### config.mk
export PLATFORM = sky130hd
export DESIGN_NAME = max_score_ctrl
export DESIGN_NICKNAME = d
export VERILOG_FILES = /design/src/rtl/max_score_ctrl.sv
export SDC_FILE = /design/constraint.sdc
export NUM_CORES = 2
export LEC_CHECK = 0
export BUFFER_PORTS_ARGS = -buffer_cell sky130_fd_sc_hd__clkbuf_2
export CELL_PAD_IN_SITES_DETAIL_PLACEMENT = 1
export CELL_PAD_IN_SITES_GLOBAL_PLACEMENT = 2
export CORE_AREA = 2 2 469 471
export CTS_CLUSTER_SIZE = 24
export DETAILED_ROUTE_END_ITERATION = 12
export DIE_AREA = 0 0 471 473
export GPL_ROUTABILITY_DRIVEN = 0
export PLACE_DENSITY_LB_ADDON = 0.1
export RECOVER_POWER = 50
export SLEW_MARGIN = 20
export SYNTH_ARGS = -nofsm -noshare
export SYNTH_HDL_FRONTEND = slang
export SYNTH_HIERARCHICAL = 1
export SYNTH_SLANG_ARGS = --single-unit
### constraint.sdc
create_clock -name clk -period 30.8 [get_ports clk]
set_input_delay 1.54 -clock clk [delete_from_list [all_inputs] [get_ports clk]]
set_output_delay 1.54 -clock clk [all_outputs]
set_load 0.005 [all_outputs]
### src/rtl/max_score_ctrl.sv
// max_score_ctrl: drives the 64-lane pipelined max tree and folds its output into a running best score.
// Define MAX_POS_TRACK_EN to also track and report the column of the first maximum on res_col.
module myMax64 #(
  parameter int DATA_WIDTH = 18
) (
  input  logic                     clk,
  input  logic                     rst_n,
  input  logic [DATA_WIDTH*64-1:0] data,
  output logic [DATA_WIDTH-1:0]    result
);
  logic signed [DATA_WIDTH-1:0] grp [8];
  logic signed [DATA_WIDTH-1:0] stg [8];
  logic signed [DATA_WIDTH-1:0] top;
  // seeding every max with zero gives max(lanes, 0)
  always_comb begin
    for (int g = 0; g < 8; g++) begin
      grp[g] = '0;
      for (int l = 0; l < 8; l++)
        grp[g] = ($signed(data[DATA_WIDTH*(8*g+l) +: DATA_WIDTH]) > grp[g]) ? data[DATA_WIDTH*(8*g+l) +: DATA_WIDTH] : grp[g];
    end
  end
  always_comb begin
    top = '0;
    for (int g = 0; g < 8; g++)
      top = (stg[g] > top) ? stg[g] : top;
  end
  always_ff @(posedge clk) begin
    if (!rst_n) begin
      stg    <= '{default: '0};
      result <= '0;
    end else begin
      stg    <= grp;
      result <= top;
    end
  end
endmodule

module max_score_ctrl #(
  parameter int DATA_WIDTH = 18,
  parameter int LANES      = 64,
  parameter int COL_W      = 13
) (
  input  logic                        clk,
  input  logic                        rst,
  input  logic                        start,
  input  logic                        in_valid,
  output logic                        in_ready,
  input  logic [DATA_WIDTH*LANES-1:0] in_score,
  input  logic [COL_W-1:0]            in_col,
  input  logic                        in_last,
  output logic                        res_valid,
  input  logic                        res_ready,
  output logic [DATA_WIDTH-1:0]       res_score,
`ifdef MAX_POS_TRACK_EN
  output logic [COL_W-1:0]            res_col,
`endif
  output logic                        busy
);
  typedef enum logic [1:0] {IDLE, RUN, DRAIN, HOLD} state_t;
  state_t state, state_nx;
  logic accept, clr, upd;
  logic s1_v, s1_last, s2_v, s2_last;
  logic [DATA_WIDTH-1:0] tree_out, best;
  assign in_ready  = state == RUN;
  assign res_valid = state == HOLD;
  assign busy      = (state == RUN) || (state == DRAIN);
  assign accept    = in_valid & in_ready;
  assign res_score = best;
  assign upd       = s2_v & ($signed(tree_out) > $signed(best));
  myMax64 #(.DATA_WIDTH(DATA_WIDTH)) u_tree (
    .clk    (clk),
    .rst_n  (~rst),
    .data   (in_score),
    .result (tree_out)
  );
  always_comb begin
    state_nx = state;
    clr      = 1'b0;
    case (state)
      IDLE: begin
        state_nx = start ? RUN : IDLE;
        clr      = start;
      end
      RUN:   state_nx = (accept & in_last) ? DRAIN : RUN;
      DRAIN: state_nx = (s2_v & s2_last) ? HOLD : DRAIN;
      HOLD: begin
        state_nx = res_ready ? (start ? RUN : IDLE) : HOLD;
        clr      = res_ready & start;
      end
      default: state_nx = IDLE;
    endcase
  end
  // shadow pipe tracks which tree outputs carry real vectors
  always_ff @(posedge clk) begin
    if (rst) begin
      state   <= IDLE;
      s1_v    <= 1'b0;
      s2_v    <= 1'b0;
      s1_last <= 1'b0;
      s2_last <= 1'b0;
      best    <= '0;
    end else begin
      state   <= state_nx;
      s1_v    <= accept;
      s2_v    <= s1_v;
      s1_last <= in_last;
      s2_last <= s1_last;
      best    <= clr ? '0 : (upd ? tree_out : best);
    end
  end
`ifdef MAX_POS_TRACK_EN
  logic [COL_W-1:0] s1_col, s2_col, best_col;
  assign res_col = best_col;
  always_ff @(posedge clk) begin
    if (rst) begin
      s1_col   <= '0;
      s2_col   <= '0;
      best_col <= '0;
    end else begin
      s1_col   <= in_col;
      s2_col   <= s1_col;
      best_col <= clr ? '0 : (upd ? s2_col : best_col);
    end
  end
`else
  logic unused_col;
  assign unused_col = ^in_col;
`endif
endmodule

==> results by stage <==
Yosys:
- In the synthesized netlist the async set-or-reset flop fraction comes to 0.
- The synthesized area per cell is 7.19 um2.
- The synthesized design contains 186 register bits.
- The distinct cell type count after synthesis is 134.
- The synthesized design contains 0 enable-type register cells.
- The most used flip-flop cell after synthesis is sky130_fd_sc_hd__dfxtp_1.
- The sequential cell area fraction in the yosys report is 0.0720.
- The number of standard cells after synthesis is 7192.
- During synthesis, Yosys emitted a total of 6 warnings.
- The mapped netlist covers 51700 um2.

Clocking:
- The quantity of hold-fixing buffers added after cts is 0.
- The number of sinks on the clock net is 186.
- The H-tree depth is 4.
- The tree is rooted in a sky130_fd_sc_hd__clkbuf_16.
- The clock tree from TritonCTS is done.
- The clock-pin slew on the worst setup and hold paths is 0.07 ns.
- For the worst-skew pair, the clock arrives at the later sink with an insertion delay of 0.50 ns.
- The TritonCTS buffer count is 17.
- The number of buffers inserted by post-CTS setup repair is 0.
- The clock passes through at most 2 buffers.
- After clock tree synthesis, the repair step resized 0 gates.

Layout:
- The synthesis-to-finish area growth is 18.4%.
- Of the cells placed in the final design, the portion with a size suffix greater than 1 is 0.192.
- Leaving out fill and tap cells, the most frequent cell in the layout is sky130_fd_sc_hd__clkbuf_2.
- The number of nets in the finished design is 10400.
- The end-of-flow core utilization is 0.281.
- Leaving out fill and tap cells, the most frequent cells in the layout are sky130_fd_sc_hd__clkbuf_2 (1152), sky130_fd_sc_hd__ha_1 (1067), sky130_fd_sc_hd__inv_1 (823).

Global route:
- The first global-routing pass estimated 377000 um of wire.
- The number of global-route vias before repair is 59000.
- For this run, the total global-route usage over all layers was measured as 0.221.
- The initial antenna violation count is 149.
- The maximum number of pins on one net before global-route repair is 126.
- The total congestion overflow after global routing is 0.

Power:
- The cell area power density is 127 nW/um2.
- Across the VDD grid, the largest voltage drop is 212 uV.
- The reported leakage power is 0.0305 uW.

Run:
- The tool flagged a number of max-cap violations equal to 5.

Die:
- The floorplan step set the die width to 471 um.
- The core region is 218000 um2.
- For this configuration, the core starts out at a cell density of 0.237.
- The I/O pin count is 1192.
- The die height is 473 um.
- The die outline area is 223000 um2.
- The standard-cell row count is 172.

Critical path:
- The sort of element at the end of the critical path is a register.
- The critical path data arrival time is 26.02 ns.
- The critical path is of the primary input to register type.
- STA classifies the critical path startpoint as a primary input.
- The library cell contributing the largest single delay on the critical path is sky130_fd_sc_hd__a31oi_1.
- The most numerous cell type found on the critical path is sky130_fd_sc_hd__a21oi_1.
- Data on the critical path is required at its endpoint by 31.10 ns.
- The highest cell delay on the worst timing path is 1.34 ns.
- The maximum fanout encountered on the critical timing path is 33.

STA:
- Dividing the final minimum period by the clock period gives 0.835.
- Measured against its own limit, the worst slew margin works out to -1.57.
- The fmax is 0.0389 GHz.
- The clock period minus final worst setup slack is 25.72 ns.
- In the final timing run, aggregate negative setup slack is 0 ns.
- Clock skew on the completed layout was measured at 0.0228 ns.
- The number of failing hold endpoints at the final stage is 0.
- Setup repair after global routing left no endpoint under its margin.
- The final max-slew violation count is 220.
- For the pin with the worst max-slew slack, the measured transition is 3.85 ns.
- Setup violations remaining at the end of the flow were counted as 0.

Placement:
- Once detailed placement completed, the half-perimeter wirelength came to 230000 um.
- Port buffering added 1178 buffers.

Routing:
- After detailed routing, the total wire length is 257000 um.
- The wire length per cell after detailed routing is 23.1 um.
- The initial detailed-routing violation count is 2148.
- The number of detailed-route iterations in the first pass is 7.
- The count of nets left with antenna violations after detail routing is 0.
- The DRC violation count after routing is 0.
- Using the TritonRoute via totals, the vias-per-cell ratio works out to 5.11.
- Detailed routing inserted a total of 56800 vias.

Min path:
- The worst min-delay path category is register to register.

Outcome:
- The run finished, with violations left.
- The checks that failed: max-capacitance violations, max-slew violations.
==> power breakdown <==
group / switching (uW) / total, uW / leakage, uW / internal, uW
Clock: 116 / 242 / 0.000297 / 125
Sequential: 82.2 / 426 / 0.00154 / 344
Combinational: 4480 / 7080 / 0.0287 / 2600
Total: 4670 / 7750 / 0.0305 / 3070
==> per-layer routing <==
layer / GRT usage / up-vias / part of all wire
li1: - / 28300 / -
met1: 0.269 / 27000 / 0.44
met2: 0.394 / 1030 / 0.49
met3: 0.0413 / 323 / 0.045
met4: 0.0636 / 118 / 0.028
met5: 0 / - / 0.0030
==> kinds of logic after synthesis <==
kind of cell,Yosys count,share of synthesized area
AOI/OAI and AO/OA,1917,0.243
buffers and inverters,1087,0.0810
adders and majority gates,1083,0.262
DFF,186,0.0720
muxes,466,0.0965
other,1,0.0000725
xor gates and xnor gates,44,0.00745
and+or+nand+nor,2408,0.238
==> through the flow <==
step                      instance area [um2]  setup slack [ns]  instances  hold WS [ns]  total power (uW)
final                                   61200              5.08      11100         0.456              7750
after global routing                    61200              2.61      11100         0.471              8690
after CTS                               61300              6.93      11100         0.453              7860
after detailed placement                60700              6.42      11000         0.435              7570
after global placement                  60700              6.55      11000         0.423              7470
after floorplan                         51700             10.76       7200         0.414              5410
==> path summary, 6_finish.rpt <==
check	from	endpoint	slack (ns)	cells after the start
worst min register to register	s1_last$_SDFF_PP0_	s2_last$_SDFF_PP0_	0.46	1
worst max-delay path	in_score[151]	u_tree/stg[115]$_SDFF_PN0_	5.08	89
worst max register to register	u_tree/stg[129]$_SDFF_PN0_	u_tree/result[12]$_SDFF_PN0_	7.78	91
worst min-delay path	s1_last$_SDFF_PP0_	s2_last$_SDFF_PP0_	0.46	1
==> registers in the layout, summed over array words and instances (netlist names) <==
name	cells
u_tree/stg	144
res_score	18
s1_v	1
s2_last	1
s2_v	1
state	2
s1_last	1
u_tree/result	18
==> synth_stat cells, drive strengths merged, types with 26 or more instances <==
cell	n	area share
a211oi	46	0.0072
o2111ai	30	0.0053
mux2	204	0.045
and3	81	0.0099
and2	62	0.0075
xnor2	34	0.0058
o311ai	115	0.020
a31oi	46	0.0067
nor2b	158	0.019
or4	26	0.0041
nor3	91	0.0095
o211ai	58	0.0092
inv	825	0.060
nor2	427	0.031
nor4	44	0.0056
a21o	234	0.034
o31ai	28	0.0041
nand3	280	0.027
buf	63	0.0067
a21oi	525	0.051
clkbuf	199	0.014
ha	1067	0.26
and4	43	0.0073
or2	36	0.0044
nand2b	151	0.018
o21a	42	0.0061
nand4	266	0.032
o21ai	547	0.053
or3	28	0.0035
nand2	653	0.047
dfxtp	186	0.072
mux2i	262	0.051
==> critical path, delay by kind of cell <==
| kind | cells | cell delay (ns) |
|---|---|---|
| and+or+nand+nor | 28 | 4.44 |
| AOI/OAI and AO/OA | 38 | 11.68 |
| muxes | 7 | 3.15 |
| buffers and inverters | 8 | 2.91 |
| xor gates and xnor gates | 1 | 0.10 |
| adders and majority gates | 7 | 2.14 |
==> area by class of cell <==
cell class / instances / area (um2)
diodes: 47 / 118
clock buffers: 18 / 439
clock inverters: 13 / 179
fillers: 27200 / 157000
inverters: 825 / 3100
multi-input cells: 5927 / 43800
flip-flops and latches: 186 / 3720
well taps: 2871 / 3590
repair buffers: 1231 / 6230
(Power assumes the default switching activity.)
